===== config.mk =====
export PLATFORM = sky130hd
export DESIGN_NAME = team_06_fx_sequencer
export DESIGN_NICKNAME = d
export VERILOG_FILES = /design/src/rtl/team_06_fx_sequencer.sv
export SDC_FILE = /design/constraint.sdc
export NUM_CORES = 1
export LEC_CHECK = 0
export BUFFER_PORTS_ARGS = -buffer_cell sky130_fd_sc_hd__buf_4
export CAP_MARGIN = 30
export CORE_MARGIN = 2
export CORE_UTILIZATION = 40
export CTS_CLUSTER_DIAMETER = 40
export DETAILED_ROUTE_END_ITERATION = 10
export PLACE_DENSITY = 0.66
export SLEW_MARGIN = 20
export SYNTH_ARGS = -nofsm -noshare
export SYNTH_HDL_FRONTEND = slang
export SYNTH_SLANG_ARGS = --single-unit

===== constraint.sdc =====
create_clock -name clk -period 2.9 [get_ports clk]
set_clock_uncertainty 0.05 [all_clocks]
set_input_delay 0.87 -clock clk [delete_from_list [all_inputs] [get_ports clk]]
set_output_delay 0.87 -clock clk [all_outputs]
set_load 0.05 [all_outputs]

===== src/rtl/team_06_fx_sequencer.sv =====
// ---------------------------------------------------------------------------
// team_06_fx_sequencer
// Per-sample controller for the audio effect chain. Each sample strobe latches
// one 8-bit sample and walks it through every enabled effect slot in fixed
// order 0..N_FX-1 over a shared req/ack datapath, then presents the result to
// the output stage.
//
// Ports
//   clk          system clock
//   rst          asynchronous reset, active-low
//   sample_tick  1-cycle strobe, new sample on sample_in
//   sample_in    raw 8-bit audio sample
//   fx_en        per-slot enable, captured with sample_tick
//   fx_req       one-hot request to the slot owning the datapath
//   fx_data_out  current accumulated sample, broadcast to all slots
//   fx_ack       per-slot result ready (only the requested slot is honoured)
//   fx_data_in   slot results, slot i at [8*i+7:8*i]
//   sample_out   processed sample, held until the next completion
//   sample_valid 1-cycle pulse when sample_out updates
//   busy         high whenever the sequencer is not idle
//   overrun      sticky, a tick arrived while busy
//   fx_timeout   sticky per slot, slot bypassed because it never answered
//   clear_flags  synchronous clear of overrun and fx_timeout
// ---------------------------------------------------------------------------
module team_06_fx_sequencer #(
   parameter int N_FX    = 4,
   parameter int TIMEOUT = 64
) (
   input  logic              clk,
   input  logic              rst,
   input  logic              sample_tick,
   input  logic [7:0]        sample_in,
   input  logic [N_FX-1:0]   fx_en,
   output logic [N_FX-1:0]   fx_req,
   output logic [7:0]        fx_data_out,
   input  logic [N_FX-1:0]   fx_ack,
   input  logic [8*N_FX-1:0] fx_data_in,
   output logic [7:0]        sample_out,
   output logic              sample_valid,
   output logic              busy,
   output logic              overrun,
   output logic [N_FX-1:0]   fx_timeout,
   input  logic              clear_flags
);

   localparam int SW = (N_FX > 1) ? $clog2(N_FX) : 1;
   localparam int TW = $clog2(TIMEOUT);

   typedef enum logic [1:0] {IDLE, SCAN, WAIT, DONE} state_t;

   state_t          state;
   state_t          state_next;
   logic [SW-1:0]   slot;
   logic [TW-1:0]   timer;
   logic [7:0]      acc;
   logic [7:0]      acc_next;
   logic [N_FX-1:0] mask;

   logic            last_slot;
   logic            slot_ack;
   logic            slot_expired;
   logic [7:0]      slot_result;

   // Only the bit of the slot currently being served is ever looked at, so a
   // stray ack from any other slot cannot advance the sequence.
   assign last_slot    = (slot == SW'(N_FX - 1));
   assign slot_ack     = fx_ack[slot];
   assign slot_expired = !slot_ack && (timer == TW'(TIMEOUT - 1));
   assign slot_result  = fx_data_in[8*int'(slot) +: 8];
   assign fx_data_out  = acc;

   // State register.
   always_ff @(posedge clk or negedge rst) begin
      if (!rst) begin
         state <= IDLE;
      end else begin
         state <= state_next;
      end
   end

   // Next-state logic. acc_next is resolved here too so that the completion
   // cycle can publish the value a slot returns on the very edge it acks.
   always_comb begin
      state_next = state;
      acc_next   = acc;
      case (state)
         IDLE: begin
            if (sample_tick) begin
               state_next = SCAN;
               acc_next   = sample_in;
            end
         end
         SCAN: begin
            if (mask[slot]) begin
               state_next = WAIT;
            end else if (last_slot) begin
               state_next = DONE;
            end
         end
         WAIT: begin
            if (slot_ack) begin
               acc_next = slot_result;
            end
            if (slot_ack || slot_expired) begin
               state_next = last_slot ? DONE : SCAN;
            end
         end
         DONE: begin
            state_next = IDLE;
         end
         default: begin
            state_next = IDLE;
         end
      endcase
   end

   // Registered outputs and datapath. sample_out/sample_valid are loaded on
   // entry to DONE so that the pulse is visible during the DONE cycle itself.
   // clear_flags is applied last so it wins over a same-cycle flag set.
   always_ff @(posedge clk or negedge rst) begin
      if (!rst) begin
         fx_req       <= '0;
         sample_out   <= '0;
         sample_valid <= 1'b0;
         busy         <= 1'b0;
         overrun      <= 1'b0;
         fx_timeout   <= '0;
         slot         <= '0;
         timer        <= '0;
         acc          <= '0;
         mask         <= '0;
      end else begin
         sample_valid <= 1'b0;
         busy         <= (state_next != IDLE);
         acc          <= acc_next;
         case (state)
            IDLE: begin
               if (sample_tick) begin
                  mask <= fx_en;
                  slot <= '0;
               end
            end
            SCAN: begin
               if (mask[slot]) begin
                  fx_req <= N_FX'(1) << slot;
                  timer  <= '0;
               end else if (!last_slot) begin
                  slot <= slot + SW'(1);
               end
            end
            WAIT: begin
               if (slot_ack || slot_expired) begin
                  fx_req <= '0;
                  if (!slot_ack) begin
                     fx_timeout[slot] <= 1'b1;
                  end
                  if (!last_slot) begin
                     slot <= slot + SW'(1);
                  end
               end else begin
                  timer <= timer + TW'(1);
               end
            end
            default: begin
            end
         endcase
         if (state_next == DONE) begin
            sample_out   <= acc_next;
            sample_valid <= 1'b1;
         end
         if (sample_tick && (state != IDLE)) begin
            overrun <= 1'b1;
         end
         if (clear_flags) begin
            overrun    <= 1'b0;
            fx_timeout <= '0;
         end
      end
   end

endmodule


After elaboration in Yosys (flattened, before gate mapping)
Cells that the tools add are included.
W data, S select, Z words.

storage, ports and cells
  register bits = 41
  bits of input ports = 52
  output and inout port bits = 27
  word-level logic and storage cells = 81

operators by class
  add/sub/neg operators = 2
  order comparisons = 2
  equal/unequal tests = 12
  shifts and indexed selects = 2
  multiplexer cells = 33
  bitwise operators = 1
  reduce and logical (&&, ||, !) cells = 18

operators with widths
  kind                   count
  $shiftx A32 B6 Y8      1
  $mux W4                6
  $mux W2                9
  $mux W8                2
  $pmux W8 S2            1
  $mux W6                2
  $ne A2 B2 Y1 const B   6
  $pmux W6 S2            1
  $reduce_bool A2 Y1     6
  $reduce_and A3 Y1      3
  $eq A2 B2 Y1 const B   4
  $pmux W2 S4            1
  $pmux W4 S2            1
  $add A6 B1 Y6 const B  1
  $eq A6 B6 Y1 const B   1
  $mux W1                6
  $pmux W2 S3            1
  $bmux W1 S2            2
  $or A4 B4 Y4           1
  $reduce_and A4 Y1      1
  $shl A1 B2 Y4 const A  1
  $logic_and A1 B1 Y1    3
  $lt A2 B3 Y1 const B   1
  $reduce_bool A3 Y1     1
  other kinds (8)        8

Depth between registers and ports, before layout
Gate-level depths: netlist of the first run.

  depth after elaboration = 9
  depth in mapped cells = 8
  depth with buffers taken out = 7

Least setup slack after synthesis of the first run
Ideal clock, no wire load.

  path type = input -> register
  from = input port fx_ack[3]
  to = register sample_out[0]
  setup time = 125 ps
  data arrival time = 2,470 ps
  data required time = 2,725 ps
  slack = 255 ps
  cell stages on the path = 5
  path buffers = 0
  cells stage by stage = mux4_2 -> a2111oi_0 -> o31ai_1 -> a21oi_4 -> mux2_4

between the ends
  word-level cells in the longest chain between the ends = 8
  elaborated cells between the ends (all ways) = 10
  classes of those cells = eq/ne (1); mux (6); reduce/logical (3)

ends and longest elaborated chain
  what                               line  source
  start, declared                    36    input logic [N_FX-1:0] fx_ack,
  $bmux W1 S2 (*)                    67    assign slot_ack = fx_ack[slot];
  $mux W1 (not written as such) (*)  67
  $logic_not A1 Y1                   n/a
  $logic_and A1 B1 Y1                68    assign slot_expired = !slot_ack && (timer == TW'(TIMEOUT - 1));
  $logic_or A1 B1 Y1                 104   if (slot_ack || slot_expired) begin
  $mux W2                            104
  $pmux W2 S4                        86    case (state)
  $eq A2 B2 Y1                       167   if (state_next == DONE) begin
  end signal, assigned               168   sample_out <= acc_next;
  end, declared                      38    output logic [7:0] sample_out,

Mark *: on every way between the ends. The rest lies on a longest branch, timed or not. The select of a mux whose other input is x is not followed.
A chain may end at the register's enable or synchronous reset.

Worst setup path after layout of the first run
  from = input port fx_ack[3]
  to = register sample_out[3]

The elaborated chain is that of the path after synthesis.

==> flow_summary.json, run 1 <==
{
  "status": "finished, final reports clean",
  "cp-start-kind": "input port",
  "synth_compound_area_share_pct": 13.3,
  "syn_nets": 270,
  "wl_um": 5800,
  "crit_path_end_kind": "register",
  "post-route-drc-count": 0,
  "syn_inst": 209,
  "grt_max_degree": 42,
  "multi_input_area_mm2": 0.00128,
  "layout.nets": 354,
  "synth-edff-count": 0,
  "maxCapViolCount": 0,
  "clock_path_buffers": 2,
  "yosys.area_share.simple_pct": 8.96,
  "core_area_mm2": 0.00585,
  "min_period_ps": 2510,
  "crit_type": "input port to register",
  "synthMuxAreaShare_pct": 24.8,
  "fin_total_pwr_mw": 3.41,
  "drive_gt1_share_pct": 40.1,
  "grt-ovfl-total": 0,
  "synth_xor_area_share_pct": 1.46,
  "syn_area_mm2": 0.00240,
  "drt_iter0_drc": 121,
  "ios": 79,
  "ys_seq_area_share_pct": 42.7,
  "clk_pin_slew_ps": 80,
  "worstMarginPinSlew_ps": 604,
  "setup_viol": 0,
  "grt_pass1_vias": 1899,
  "vias": 1950,
  "cp_max_fo": 9,
  "cp.required_ps": 3020,
  "tritoncts": "done",
  "antenna_found_initial": 0,
  "ir_worst_vdd_mv": 0.596,
  "yosys.cell_types.count": 36,
  "die_w_um": 81.5,
  "antennaDiodeCount": 0,
  "die_h_um": 81.5,
  "core.rowCount": 28,
  "powerDensity_mw_per_mm2": 1070,
  "grt_pass1_wl_um": 9600,
  "synth_area_leaders": "dfrtp_1 43%, mux2i_1 7.9%, mux4_2 5.6%",
  "grt_usage_pct": 19.3,
  "syn_to_final_growth_pct": 32.7,
  "drv_slew": 0,
  "cts_sinks": 41,
  "cts_hold_buf": 0,
  "synth_most_common_cell": "dfrtp_1",
  "min_period_over_period_pct": 86.6,
  "ys_warn_count": 0,
  "synth_fa_ha_area_share_pct": 4.69,
  "rsz0062_at_grt": "no",
  "hold_viol": 0,
  "htree_levels": 2,
  "slew_headroom_pct": 59.6,
  "viasPerCell": 5.28,
  "fmax_ghz": 0.398,
  "wl_per_cell_um": 15.7,
  "dpl.hpwl_um": 4410,
  "tns_ps": 0,
  "port_buffers": 78,
  "synth_top_family_by_area": "multiplexers",
  "die_area_mm2": 0.00664,
  "cts_made_buffers": 5,
  "yosysTopAreaCell": "dfrtp_1",
  "clock_latency_ps": 290,
  "syn_avg_cell_area_um2": 11.5,
  "ys.flop_type": "dfrtp_1",
  "synth.top_cell.area_share_pct": 42.7,
  "final_util_pct": 54.4,
  "post_cts_buffers": 0,
  "drt_first_pass_iters": 4,
  "regArea_mm2": 0.00103,
  "ys_async_sr_fraction_pct": 100,
  "ant_nets": 0,
  "ctsResizeCount": 0,
  "power_leakage_nw": 1.53,
  "clock-root-buffer": "clkbuf_8",
  "start_util_pct": 41.0,
  "hp-class": "register to register",
  "place_congestion": 0.798,
  "synth_seq_cells": 41,
  "critPathArrivalTime_ps": 2640,
  "synth_common_cells": "41 x dfrtp_1, 21 x nor2_1, 19 x mux2i_1",
  "fillers": 516
}
[layout make-up]
cell class | count | area share, %
timing repair buffer | 87 | 20.9
multi-input combinational | 148 | 40.1
sequential | 41 | 32.2
clock inverter | 1 | 0.236
tap | 75 | 2.95
inverter | 10 | 1.18
clock buffer | 7 | 2.40
[metal layers]
metal / up-vias / track usage, % / part of all wire (%)
met2: 56 / 31.1 / 50
met4: 0 / 6.78 / 1.2
met1: 963 / 26.2 / 45
met3: 4 / 3.63 / 3.9
li1: 927 / - / -
met5: - / 0 / 0
[worst paths after layout]
kind	start	endpoint	slack, ps	depth (start not counted)
worst max-delay path	fx_ack[3]	sample_out[3]$_DFFE_PN0N_	390	7
worst min register to register	overrun$_DFFE_PN0P_	overrun$_DFFE_PN0P_	460	2
max in group asynchronous	rst	timer[0]$_DFFE_PN0P_	1940	1
min in group asynchronous	rst	mask[3]$_DFFE_PN0P_	500	1
worst max register to register	slot[0]$_DFFE_PN0P_	sample_out[3]$_DFFE_PN0N_	470	6
worst min-delay path	overrun$_DFFE_PN0P_	overrun$_DFFE_PN0P_	460	2
[where the power goes]
| group | leakage (nW) | total [mW] | switching, mW | internal (mW) |
|---|---|---|---|---|
| registers | 0.523 | 0.968 | 0.177 | 0.791 |
| clock network | 0.0385 | 0.360 | 0.189 | 0.170 |
| logic | 0.972 | 2.08 | 1.24 | 0.841 |
| total | 1.53 | 3.41 | 1.61 | 1.80 |
[layout by cell type, fill, tap and decap left out, types with 2 or more instances in the layout]
cell,netlist,final
dfrtp_1,41,41
a21oi_1,17,17
xnor2_1,4,4
ha_1,9,9
a211oi_1,4,4
nor2b_1,5,5
and3_1,2,2
nor3_1,2,2
inv_1,10,10
mux4_2,6,6
a31o_2,4,4
a32oi_1,2,2
nor2_1,21,21
buf_4,1,86
mux2i_1,19,19
nand2_1,11,11
nand3_1,4,4
mux4_1,4,4
mux2_4,8,8
o21ai_0,10,10
clkbuf_1,5,2
clkbuf_8,0,5
mux2_2,4,4
[worst max-delay path: stages]
cell       delay [ps]
buf_4             100
mux4_2            520
a2111oi_0         320
o31ai_1           200
a21oi_4           170
buf_12            150
mux2_4            300
[metrics by stage]
| stage | hold WS [ps] | worst slack [ps] | instances | instance area [um^2] |
|---|---|---|---|---|
| after floorplan | 424 | 255 | 209 | 2400 |
| after global placement | 436 | 110 | 361 | 3100 |
| after detailed placement | 444 | 77.5 | 361 | 3100 |
| after CTS | 461 | 384 | 369 | 3190 |
| after global routing | 481 | 303 | 369 | 3190 |
| final | 458 | 388 | 369 | 3190 |
[kinds of logic (layout without fill, tap and decap cells)]
kind of cell,count (synthesis),count (layout)
xor gates and xnor gates,4,4
adders and majority gates,9,9
buffers and inverters,20,105
muxes,41,41
DFF,41,41
and+or+nand+nor,48,48
AOI/OAI and AO/OA,46,46
[registers in the layout, summed over array words and instances (netlist names)]
signal,cells
busy,1
fx_data_out,8
fx_req,4
fx_timeout,4
mask,4
overrun,1
sample_out,8
sample_valid,1
slot,2
state,2
timer,6
No activity file was read; power rests on OpenSTA's default activity.
==> run 2: changes to the inputs <==
Settings changed: CORE_MARGIN 2 to not set.
Clock period 2.9 ns to 3 ns, I/O delays scaled along.
==> run 2 against run 1 <==
Net effect:
- hold slack worse by 0.62 ps
- sequential cell count stayed put
- power is 0.45% lower
- non-clock buffer count is 1 lower
- sequential power is 4.5% lower
- clock power is 30% higher
- count of clock-buffer cells in the layout stayed put
- final area is 0.27% higher
- global-route usage is 0.53 points higher
- critical path depth is 1 lower
- first-iteration DRC count is 11% higher
- largest cell class unchanged
- largest power group unchanged
==> flow_summary.json, run 2 (synthesis gave the netlist of run 1 again) <==
{
  "status": "finished, final reports clean",
  "cpPeakStageDelay_ps": 480,
  "htree_levels": 2,
  "port_buffers": 78,
  "clockPowerShare_pct": 13.7,
  "post-route-drc-count": 0,
  "clock-root-buffer": "clkbuf_8",
  "cts_hold_buf": 0,
  "drt_first_pass_iters": 4,
  "crit_start": "fx_ack[3]",
  "cp_max_fo": 9,
  "reg2reg_setup_slack_ps": 400,
  "powerDensity_mw_per_mm2": 1060,
  "place_congestion": 0.841,
  "power.switching_mw": 1.56,
  "ios": 79,
  "stdcell_count": 365,
  "crit_type": "input port to register",
  "rsz0062_at_grt": "no",
  "min_period_ps": 2720,
  "start_util_pct": 42.6,
  "final_common_cell": "buf_4",
  "crit_buf_inv": 1,
  "setup_viol": 0,
  "timing.hold.ws_ps": 458,
  "grt_pass1_vias": 1952,
  "drt_iter0_drc": 134,
  "dp_cells": 357,
  "ant_nets": 0,
  "p_int_mw": 1.83,
  "crit_family": "compound AO/OA/AOI/OAI gates",
  "clk_pin_slew_ps": 80,
  "die_h_um": 79.5,
  "die_area_mm2": 0.00632,
  "timing.rr.start": "state[0]$_DFF_PN0_",
  "maxCapViolCount": 0,
  "dpl.hpwl_um": 4280,
  "p_comb_share_pct": 59.0,
  "cp_cell_sequence": "buf_4 > mux4_2 > a2111oi_0 > o31ai_1 > a21oi_4 > mux2_4",
  "final_area_mm2": 0.00319,
  "seq_power_share_pct": 27.2,
  "power_leakage_nw": 1.55,
  "slew_headroom_pct": 57.7,
  "cts_made_buffers": 5,
  "grt-ovfl-total": 0,
  "cp-start-kind": "input port",
  "cts_sinks": 41,
  "layout.nets": 353,
  "grt_usage_pct": 19.8,
  "clock_path_buffers": 2,
  "tritoncts": "done",
  "worstHoldStart": "mask[2]$_DFFE_PN0P_",
  "hp-class": "register to register",
  "cpMaxStageDelayCell": "mux4_2",
  "drv_slew": 0,
  "syn_to_final_growth_pct": 33.0,
  "crit_path_end_kind": "register",
  "hold_viol": 0,
  "place_area_mm2": 0.00308,
  "wl_um": 5780,
  "ir_worst_vdd_mv": 0.511,
  "core_area_mm2": 0.00564,
  "vias": 1924,
  "antenna_found_initial": 0,
  "ctsResizeCount": 0,
  "detailedPlace.worstSlack_ps": -75.0,
  "finalWorstSetupSlack_ps": 279,
  "viasPerCell": 5.27,
  "die_w_um": 79.5,
  "min_period_over_period_pct": 90.7,
  "grt_max_degree": 42,
  "swShare_pct": 46.1,
  "worstMarginPinSlew_ps": 633,
  "post_cts_buffers": 0,
  "clock_latency_ps": 300,
  "core.rowCount": 27,
  "critPathArrivalTime_ps": 2850,
  "drive_gt1_share_pct": 40.3,
  "antennaDiodeCount": 0,
  "wl_per_cell_um": 15.8,
  "cp.required_ps": 3130,
  "final_cell_mix": "86 x buf_4, 41 x dfrtp_1, 21 x nor2_1",
  "fmax_ghz": 0.368,
  "grt_pass1_wl_um": 9520
}
==> run 2: worst paths after layout <==
kind | to | cells after the start
worst max-delay path | sample_out[2]$_DFFE_PN0N_ | 6
worst min-delay path | mask[2]$_DFFE_PN0P_ | 1
worst max register to register | sample_out[2]$_DFFE_PN0N_ | 7
worst min register to register | mask[2]$_DFFE_PN0P_ | 1
max in group asynchronous | sample_valid$_DFF_PN0_ | 1
min in group asynchronous | sample_out[1]$_DFFE_PN0N_ | 1
==> run 2: cell type report <==
class	count	area, um^2
clock inverter	1	30.0
fill	484	2450
multi-input combinational	148	1280
clock buffer	7	86.3
tap	72	90.1
inverter	10	37.5
timing repair buffer	86	646
sequential	41	1030
==> run 2: stage by stage <==
stage	total power [mW]	TNS (ps)	utilization (%)
3_5_place_dp	2.95	-577	54.6
6_report	3.40	0	56.6
5_1_grt	3.60	0	56.6
2_1_floorplan	2.38	0	-
4_1_cts	3.42	0	56.6
3_3_place_gp	2.93	0	54.6
==> run 2: layer usage <==
metal | up-vias | share of wire (%) | GRT usage [%]
li1 | 926 | - | -
met1 | 944 | 45 | 25.9
met2 | 50 | 49 | 32.7
met3 | 4 | 5.1 | 4.34
met4 | 0 | 0.88 | 5.82
met5 | - | 0 | 0
==> run 2: power groups by stage <==
| stage | registers, mW | logic [mW] | clock network, mW |
|---|---|---|---|
| after floorplan | 1.40 | 0.977 | 0 |
| after detailed placement | 0.929 | 2.02 | 0 |
| after global routing | 0.952 | 2.15 | 0.497 |
| after global placement | 0.937 | 1.99 | 0 |
| final | 0.924 | 2.00 | 0.467 |
| after CTS | 0.926 | 2.02 | 0.475 |
==> run 3: changes to the inputs <==
Settings changed: CORE_MARGIN set to 1.5.
Clock period 3 ns to 2.8 ns, I/O delays scaled along.
==> run 3 against run 2 <==
Net effect:
- critical path depth grew 1
- sequential power grew 10%
- hold slack gained 1.2 ps
- final cell count grew 1.4%
- register-to-register slack lost 70 ps
- die area grew 2.5%
- power grew 5.9%
- sequential share of layout area shrank 0.13 points
- critical path type unchanged
- combinational power grew 9.5%
- count of clock-buffer cells in the layout shrank 1
- routed wire length grew 2.7%
==> flow_summary.json, run 3 (synthesis gave the netlist of run 1 again) <==
{
  "crit_type": "input port to register",
  "cp_max_fo": 9,
  "final_area_mm2": 0.00321,
  "ant_nets": 0,
  "layout.nets": 356,
  "top_layer": "met4",
  "grt_pass1_wl_um": 9720,
  "port_buffers": 78,
  "final_common_cell": "buf_4",
  "met2_wirelength_um": 2970,
  "ctsResizeCount": 0,
  "vias": 1951,
  "die_w_um": 80.5,
  "antennaDiodeCount": 0,
  "min_period_ps": 2500,
  "post-route-drc-count": 0,
  "ios": 79,
  "htree_levels": 2,
  "core.rowCount": 28,
  "place_congestion": 0.944,
  "grt-ovfl-total": 0,
  "maxCapViolCount": 0,
  "cp-start-kind": "input port",
  "fmax_ghz": 0.400,
  "cp.required_ps": 2930,
  "powerDensity_mw_per_mm2": 1120,
  "worstMarginPinSlew_ps": 638,
  "drt_first_pass_iters": 4,
  "cts_hold_buf": 0,
  "clock_path_buffers": 2,
  "place_area_mm2": 0.00312,
  "wl_per_cell_um": 16.0,
  "setup_viol": 0,
  "status": "finished, final reports clean",
  "hp-class": "register to register",
  "drv_slew": 0,
  "critPathArrivalTime_ps": 2630,
  "die_h_um": 80.5,
  "hold_viol": 0,
  "wl_um": 5940,
  "tns_ps": 0,
  "reg2reg_setup_slack_ps": 330,
  "rsz0062_at_grt": "no",
  "start_util_pct": 41.0,
  "slew_headroom_pct": 57.3,
  "drive_gt1_share_pct": 41.0,
  "tritoncts": "done",
  "clock-root-buffer": "clkbuf_8",
  "crit_path_end_kind": "register",
  "die_area_mm2": 0.00648,
  "clock_latency_ps": 290,
  "cts_made_buffers": 5,
  "grt_usage_pct": 19.8,
  "viasPerCell": 5.27,
  "power_leakage_nw": 1.55,
  "drt_iter0_drc": 82,
  "antenna_found_initial": 0,
  "fillers": 504,
  "wl_met1_um": 2650,
  "route.met3.wl_um": 249,
  "cts_sinks": 41,
  "core_area_mm2": 0.00585,
  "syn_to_final_growth_pct": 33.6,
  "ir_worst_vdd_mv": 0.631,
  "min_period_over_period_pct": 89.3,
  "post_cts_buffers": 0,
  "final_cell_mix": "88 x buf_4, 41 x dfrtp_1, 21 x nor2_1",
  "grt_max_degree": 42,
  "dpl.hpwl_um": 4450,
  "clk_pin_slew_ps": 80,
  "grt_pass1_vias": 1948
}
run 3: cell types whose count changed in the layout (fill, tap and decap cells not counted), sizes merged:
cell      change
bufinv        -1
clkbuf        -1
clkinvlp      +1
buf           +3
run 3: through the flow:
| stage | worst slack [ps] | hold WS [ps] | total power, mW | utilization, % | instances |
|---|---|---|---|---|---|
| after floorplan | 185 | 424 | 2.55 | - | 209 |
| after detailed placement | 2.82 | 441 | 3.22 | 53.3 | 363 |
| after global routing | 188 | 478 | 3.82 | 54.8 | 370 |
| after global placement | 61.9 | 435 | 3.19 | 53.3 | 363 |
| after CTS | 301 | 464 | 3.62 | 54.8 | 370 |
| final | 301 | 459 | 3.59 | 54.8 | 370 |
run 3: area by class of cell:
type                            instances  area, um^2  share of cell area, %
Clock buffer                            6        82.6                   2.58
Clock inverter                          1        7.51                  0.234
Inverter                               10        37.5                   1.17
Multi-Input combinational cell        148        1280                   39.9
Sequential cell                        41        1030                   32.0
Tap cell                               75        93.8                   2.93
Timing Repair Buffer                   89         681                   21.2
run 3: metal layers:
metal / up-vias / global-route usage (%)
met1: 968 / 25.7
li1: 930 / -
met3: 5 / 3.98
met5: - / 0
met2: 48 / 32.8
met4: 0 / 7.07
run 3: worst max-delay path: stages:
cell	delay [ps]
buf_4	100
mux4_2	520
a2111oi_0	330
o31ai_1	200
a21oi_4	180
buf_12	150
mux2_4	300
run 3: report_power, final:
group | internal (mW) | total, mW | switching [mW]
Combinational | 0.892 | 2.19 | 1.30
Sequential | 0.819 | 1.02 | 0.196
Clock | 0.195 | 0.390 | 0.195
run 3: final timing paths:
check	cells after the start	endpoint	from
max	7	sample_out[2]$_DFFE_PN0N_	fx_ack[3]
max reg2reg	6	sample_out[2]$_DFFE_PN0N_	slot[0]$_DFFE_PN0P_
min	2	overrun$_DFFE_PN0P_	overrun$_DFFE_PN0P_
min reg2reg	2	overrun$_DFFE_PN0P_	overrun$_DFFE_PN0P_
max in group asynchronous	1	fx_req[3]$_DFFE_PN0P_	rst
min in group asynchronous	1	mask[0]$_DFFE_PN0P_	rst
